**config.mk**
```make
export PLATFORM = sky130hd
export DESIGN_NAME = interp
export DESIGN_NICKNAME = d
export VERILOG_FILES = /design/src/rtl/interp_pkg.sv /design/src/rtl/interp_avg.sv /design/src/rtl/interp.sv
export SDC_FILE = /design/constraint.sdc
export NUM_CORES = 1
export LEC_CHECK = 0
export ABC_AREA = 1
export ABC_CLOCK_PERIOD_IN_PS = 2700
export BUFFER_PORTS_ARGS = -buffer_cell sky130_fd_sc_hd__buf_2
export CORE_MARGIN = 10
export CORE_UTILIZATION = 55
export CTS_CLUSTER_DIAMETER = 100
export DETAILED_ROUTE_END_ITERATION = 16
export GPL_TIMING_DRIVEN = 0
export PLACE_DENSITY = 0.78
export SYNTH_ARGS = -nofsm -noshare
export SYNTH_HDL_FRONTEND = slang
export SYNTH_HIERARCHICAL = 1
export SYNTH_SLANG_ARGS = --single-unit
```
**constraint.sdc**
```tcl
create_clock -name CLK -period 2.7 [get_ports CLK]
set_input_delay 0.675 -clock CLK [delete_from_list [all_inputs] [get_ports CLK]]
set_output_delay 0.675 -clock CLK [all_outputs]
set_load 0.02 [all_outputs]
```
**src/rtl/interp_pkg.sv**
```systemverilog
// Shared types and constants for the 1:2 linear-interpolating upsampler.
package interp_pkg;

  localparam int WIDTH_DEF = 8;

  typedef enum logic [1:0] {
    EMPTY = 2'd0,
    MID   = 2'd1,
    SAMP  = 2'd2
  } state_t;

endpackage

```
**src/rtl/interp_avg.sv**
```systemverilog
// Combinational mean of two unsigned samples, floor rounding by default.
// Defining INTERP_ROUND_EN switches to round-half-up.
module interp_avg
  import interp_pkg::*;
#(
  parameter int WIDTH = WIDTH_DEF
) (
  input  logic [WIDTH-1:0] x0,
  input  logic [WIDTH-1:0] x1,
  output logic [WIDTH-1:0] mean
);

  // The extra carry bit keeps the sum from wrapping before the halving shift.
  logic [WIDTH:0] sum;

`ifdef INTERP_ROUND_EN
  assign sum = {1'b0, x0} + {1'b0, x1} + {{WIDTH{1'b0}}, 1'b1};
`else
  assign sum = {1'b0, x0} + {1'b0, x1};
`endif

  assign mean = WIDTH'(sum >> 1);

endmodule

```
**src/rtl/interp.sv**
```systemverilog
// 1:2 linear-interpolating upsampler: each accepted sample x[n] yields the
// midpoint with x[n-1] followed by x[n]. Optional macro: INTERP_ROUND_EN.
module interp
  import interp_pkg::*;
#(
  parameter int WIDTH = WIDTH_DEF
) (
  input  logic             CLK,
  input  logic             RSTN,
  input  logic [WIDTH-1:0] a,
  input  logic             in_valid,
  output logic             in_ready,
  output logic [WIDTH-1:0] out,
  output logic             out_valid,
  input  logic             out_ready
);

  state_t           state;
  state_t           state_next;
  logic [WIDTH-1:0] prev;
  logic [WIDTH-1:0] cur;
  logic [WIDTH-1:0] mid;
  logic             accept;

  interp_avg #(.WIDTH(WIDTH)) u_avg (
    .x0   (prev),
    .x1   (cur),
    .mean (mid)
  );

  assign accept = in_valid & in_ready;

  always_ff @(posedge CLK or negedge RSTN) begin
    if (!RSTN) begin
      state <= EMPTY;
    end else begin
      state <= state_next;
    end
  end

  always_ff @(posedge CLK or negedge RSTN) begin
    if (!RSTN) begin
      prev <= '0;
      cur  <= '0;
    end else if (accept) begin
      prev <= cur;
      cur  <= a;
    end
  end

  // Samples only move on accept, which never happens while an output stalls.
  always_comb begin
    state_next = state;
    in_ready   = 1'b0;
    out_valid  = 1'b0;
    out        = '0;
    case (state)
      EMPTY: begin
        in_ready = 1'b1;
        if (in_valid) begin
          state_next = MID;
        end
      end
      MID: begin
        out_valid = 1'b1;
        out       = mid;
        if (out_ready) begin
          state_next = SAMP;
        end
      end
      SAMP: begin
        out_valid = 1'b1;
        out       = cur;
        in_ready  = out_ready;
        if (out_ready) begin
          state_next = in_valid ? MID : EMPTY;
        end
      end
      default: begin
        state_next = EMPTY;
      end
    endcase
  end

endmodule

```
After elaboration in Yosys (flattened, before gate mapping)
Cells that the tools add are included.

word-level totals
  register bits = 18
  input port bits = 12
  output and inout port bits = 10
  logic and storage cells = 21

operators by class
  $add $sub $neg = 1
  eq/ne operators = 5
  mux-type cells = 8
  bitwise gates (word level) = 1
  reductions and logical operators = 3

operators by type and width
  cell                                                             number
  8-bit case mux with 2 select lines                               1
  8-bit by 8-bit adder with 9-bit output                           1
  2-bit 2-to-1 mux                                                 3
  2-bit inequality test, second input constant                     3
  2-bit case mux with 3 select lines                               1
  3-bit AND reduction                                              1
  2-bit by 1-bit == test with 1-bit output, second input constant  1
  2-bit == test, second input constant                             1
  2-bit zero test                                                  1
  1-bit 2-to-1 mux                                                 2
  1-bit case mux with 2 select lines                               1
  2-bit OR reduction                                               1
  1-bit bitwise AND                                                1

Longest topological paths before layout
  depth after elaboration = 3
  depth in mapped cells = 11
  gate-level depth less buffers = 11

Cells and area by module
Netlist, hierarchy kept.

by module, submodules not included
  module      times used  cells each  area an instance (µm²)  seq. area each (µm²)
  interp      1           125         963.4                   450.4
  interp_avg  1           60          362.8                   0.0

Least setup slack after synthesis
Ideal clock, no wire load.

  path kind = reg-to-output
  start point = reg cur[0]
  end point = out out[5]
  arrival time = 1.709 ns
  required time = 2.025 ns
  path slack = 0.316 ns
  stages on the path, launching flop included = 11
  path buffers = 0
  cells stage by stage = dfrtp_1 > nand2_1 > clkinv_4 > fa_1 > nand3_1 > nand2_1 > nand2_1 > nand3_1 > nand2_1 > nand2_1 > a21oi_1

on the way
  word-level cells in the longest chain between the ends = 2

RTL lines
  element                                 RTL line          source
  start: declaration                      interp.sv:21      logic [WIDTH-1:0] cur;
  start signal: assignment                interp.sv:44      cur <= '0;
  start signal: assignment                interp.sv:47      cur <= a;
  8-bit by 8-bit adder with 9-bit output  interp_avg.sv:19  assign sum = {1'b0, x0} + {1'b0, x1};
  net mid[5]                              interp.sv:22      logic [WIDTH-1:0] mid;
  8-bit case mux with 2 select lines      interp.sv:57      case (state)
  end: declaration                        interp.sv:13      output logic [WIDTH-1:0] out,

The timed path passes the listed nets, and every way through them passes these cells.

Final worst setup path
Ends and elaborated chain as after synthesis.

==> out/summary.txt <==
status = finished, final reports clean
wirelength, routed = 3060 µm
CP Data Required Time = 2030 ps
Clk pin slew, worst setup/hold paths = 100 ps
fin crit share = 98.4%
routed vias/inst = 5.16
footprint of the multi-input gates = 858 µm²
largest net degree at the start of global routing = 19
CTS Hold Bufs = 0
RSZ-0062 raised after global routing = true
number of diodes = 0
Tot Pwr = 2170 µW
Yosys top cell area share = 34.0%
Die Span X = 69.1 µm
Max-cap violations = 0
register bit total from synthesis = 18
initial DRC count = 98
Initial Utilization = 58.8%
TritonCTS Buffers = 3
DR vias = 1,248
worst-case clock buffer depth = 2
clock net sink count = 18
# setup viols final = 0
final hold viol count = 0
Worst Slack Setup Final = 42.7 ps
DRC viols = 0
root buffer cell = clkbuf_4
worst rel slew slack = 74.2%
Warnings, synthesis = 6
Worst Tran Pin Value = 387 ps
crit path kind = register to output port
setup TNS = 0 ps
final core occ = 73.3%
mapped cell area = 0.00133 mm²
Post-DP HPWL = 2250 µm
grt total ovfl = 0
share of cells above drive strength 1 = 28.5%
FMAX = 376 MHz
Clk Latency, worst-skew pair = 290 ps
Seq/Total Area, Yosys = 34.0%
Total Die Area = 0.00478 mm²
htree depth = 1
Seq. cell area = 453 µm²
synthesized area per cell = 7.17 µm²
Met3 Routed Length = 129 µm
pre-CTS setup slack = 253 ps
Period minus WS final = 2660 ps
worst vdd ir = 0.759 mV
Critical Path Source Type = register
routability cong. = 0.783
Synth area leader = dfrtp_1
syn_nets = 210
Worst Skew = 2.76 ps
worst setup path startpoint = cur[0]
Final Max Slew Viols = 0
synth top area cells = dfrtp_1, nand2_1, ha_1, nand3_1, a21oi_1
Tot GR Track Use = 11.4%
initial antenna violation count = 0
Setup crit end kind = output port
Core Area = 0.00225 mm²
Netlist cell types = 19
num rows = 17
crit-path max FO = 2
CP arrival = 1980 ps
# nets final = 240
Antenna Nets Post-Route = 0
TritonRoute pass-1 iters = 4
power density cells = 1310 mW/mm²
Met1 Routed Length = 1450 µm
FF-to-FF Start = state[1]
die height = 69.1 µm
wire per inst = 12.6 µm
DR top layer = met4
Mapped Cells = 185
WL met2 = 1450 µm
min-delay worst type = primary input to async pin
CTS tree = done
global-route wire length before repair = 4910 µm
area grow syn2layout = 24.5%
io pins = 22
# port buffers = 20
vias in the first global route = 1,133
P_leak = 0.000904 µW
Filler cells = 201
metrics by stage:
stage | std cells | instance area [µm²] | hold WS (ps)
after floorplan | 185 | 1330 | 379
after global placement | 233 | 1460 | 464
after detailed placement | 233 | 1460 | 471
after CTS | 238 | 1510 | 297
after global routing | 242 | 1650 | 303
final | 242 | 1650 | 292
critical path, cell delays in order, from the launching register on:
cell and delay [ps]:
dfrtp_1 420, nand2_2 100, clkinv_4 60, fa_2 410, nand3_2 90, nand2_2 70
nand2_2 100, nand3_2 60, nand2_1 60, nand2_1 50, a21oi_1 120, buf_4 160
layer usage:
layer	global-route usage, %	vias up
met4	3.55	0
met2	18.2	33
li1	-	638
met3	2.14	5
met5	0	-
met1	14.8	572
cell type report:
cell class	count	share of cell area [%]
inverters	18	4.39
flip-flops and latches	18	27.4
plain buffers	6	2.50
repair buffers	25	9.39
well taps	28	2.12
clock buffers	4	2.20
multi-input cells	143	52.0
path summary, 6_finish.rpt:
path | endpoint | slack [ps] | cells after the start
worst max-delay path | out[5] | 40 | 11
worst min-delay path | cur[3] | 290 | 1
worst max register to register | state[0] | 1270 | 7
worst min register to register | prev[7] | 500 | 2
max in group asynchronous | cur[1] | 2110 | 1
min in group CLK | prev[7] | 500 | 2
where the power goes:
part           total, µW  switching, µW  internal, µW  leakage, µW
combinational       1450            849           602     0.000659
sequential           554            159           395     0.000224
clock                162           79.7          82.1    0.0000210
total               2170           1090          1080     0.000904
state kept, by name, indices dropped and copies added (netlist names):
| signal | cells |
|---|---|
| state | 2 |
| cur | 8 |
| prev | 8 |
cells in the mapped netlist:
cell and instances:
a21oi_1 13, o21ai_0 1, buf_6 1, xor2_1 3
nor2_1 2, fa_1 1, nand2_2 4, ha_1 12
buf_2 3, buf_4 2, nor2_4 1, nand2_4 2
nand3_1 21, clkinv_4 1, a21oi_4 1, dfrtp_1 18
inv_1 15, nand2_1 82, clkinv_1 2
cell usage in the layout, fill, tap and decap left out:
cell       n
nand2_1   78
buf_2     19
nand3_1   19
dfrtp_1   16
inv_1     15
a21oi_1   10
buf_4      9
nand2_2    8
ha_1       7
ha_4       5
a21oi_2    3
buf_6      3
clkbuf_4   3
xor2_1     3
nand2_4    2
nor2_1     2
dfrtp_2    2
nand3_2    2
clkinv_1   2
o21ai_0    1
clkbuf_8   1
clkinv_4   1
nor2_4     1
a21oi_4    1
fa_2       1
repair_timing:
item | in CTS | in global routing
pin swaps | 0 | 11
resized for setup | 2 | 23
setup buffers | 1 | 4
endpoints found under the setup margin | 3 | 5
kinds of logic (layout without fill, tap and decap cells):
group,after synthesis,count (layout),synth area share [%]
XOR/XNOR,3,3,1.98
flip-flops,18,18,34.0
adder cells (fa/ha/maj),13,13,12.8
AND/OR/NAND/NOR,112,112,36.1
AO/OA/AOI/OAI,15,15,6.51
buffers and inverters,24,53,8.58
Note: power is estimated with default switching activity, not from simulation.
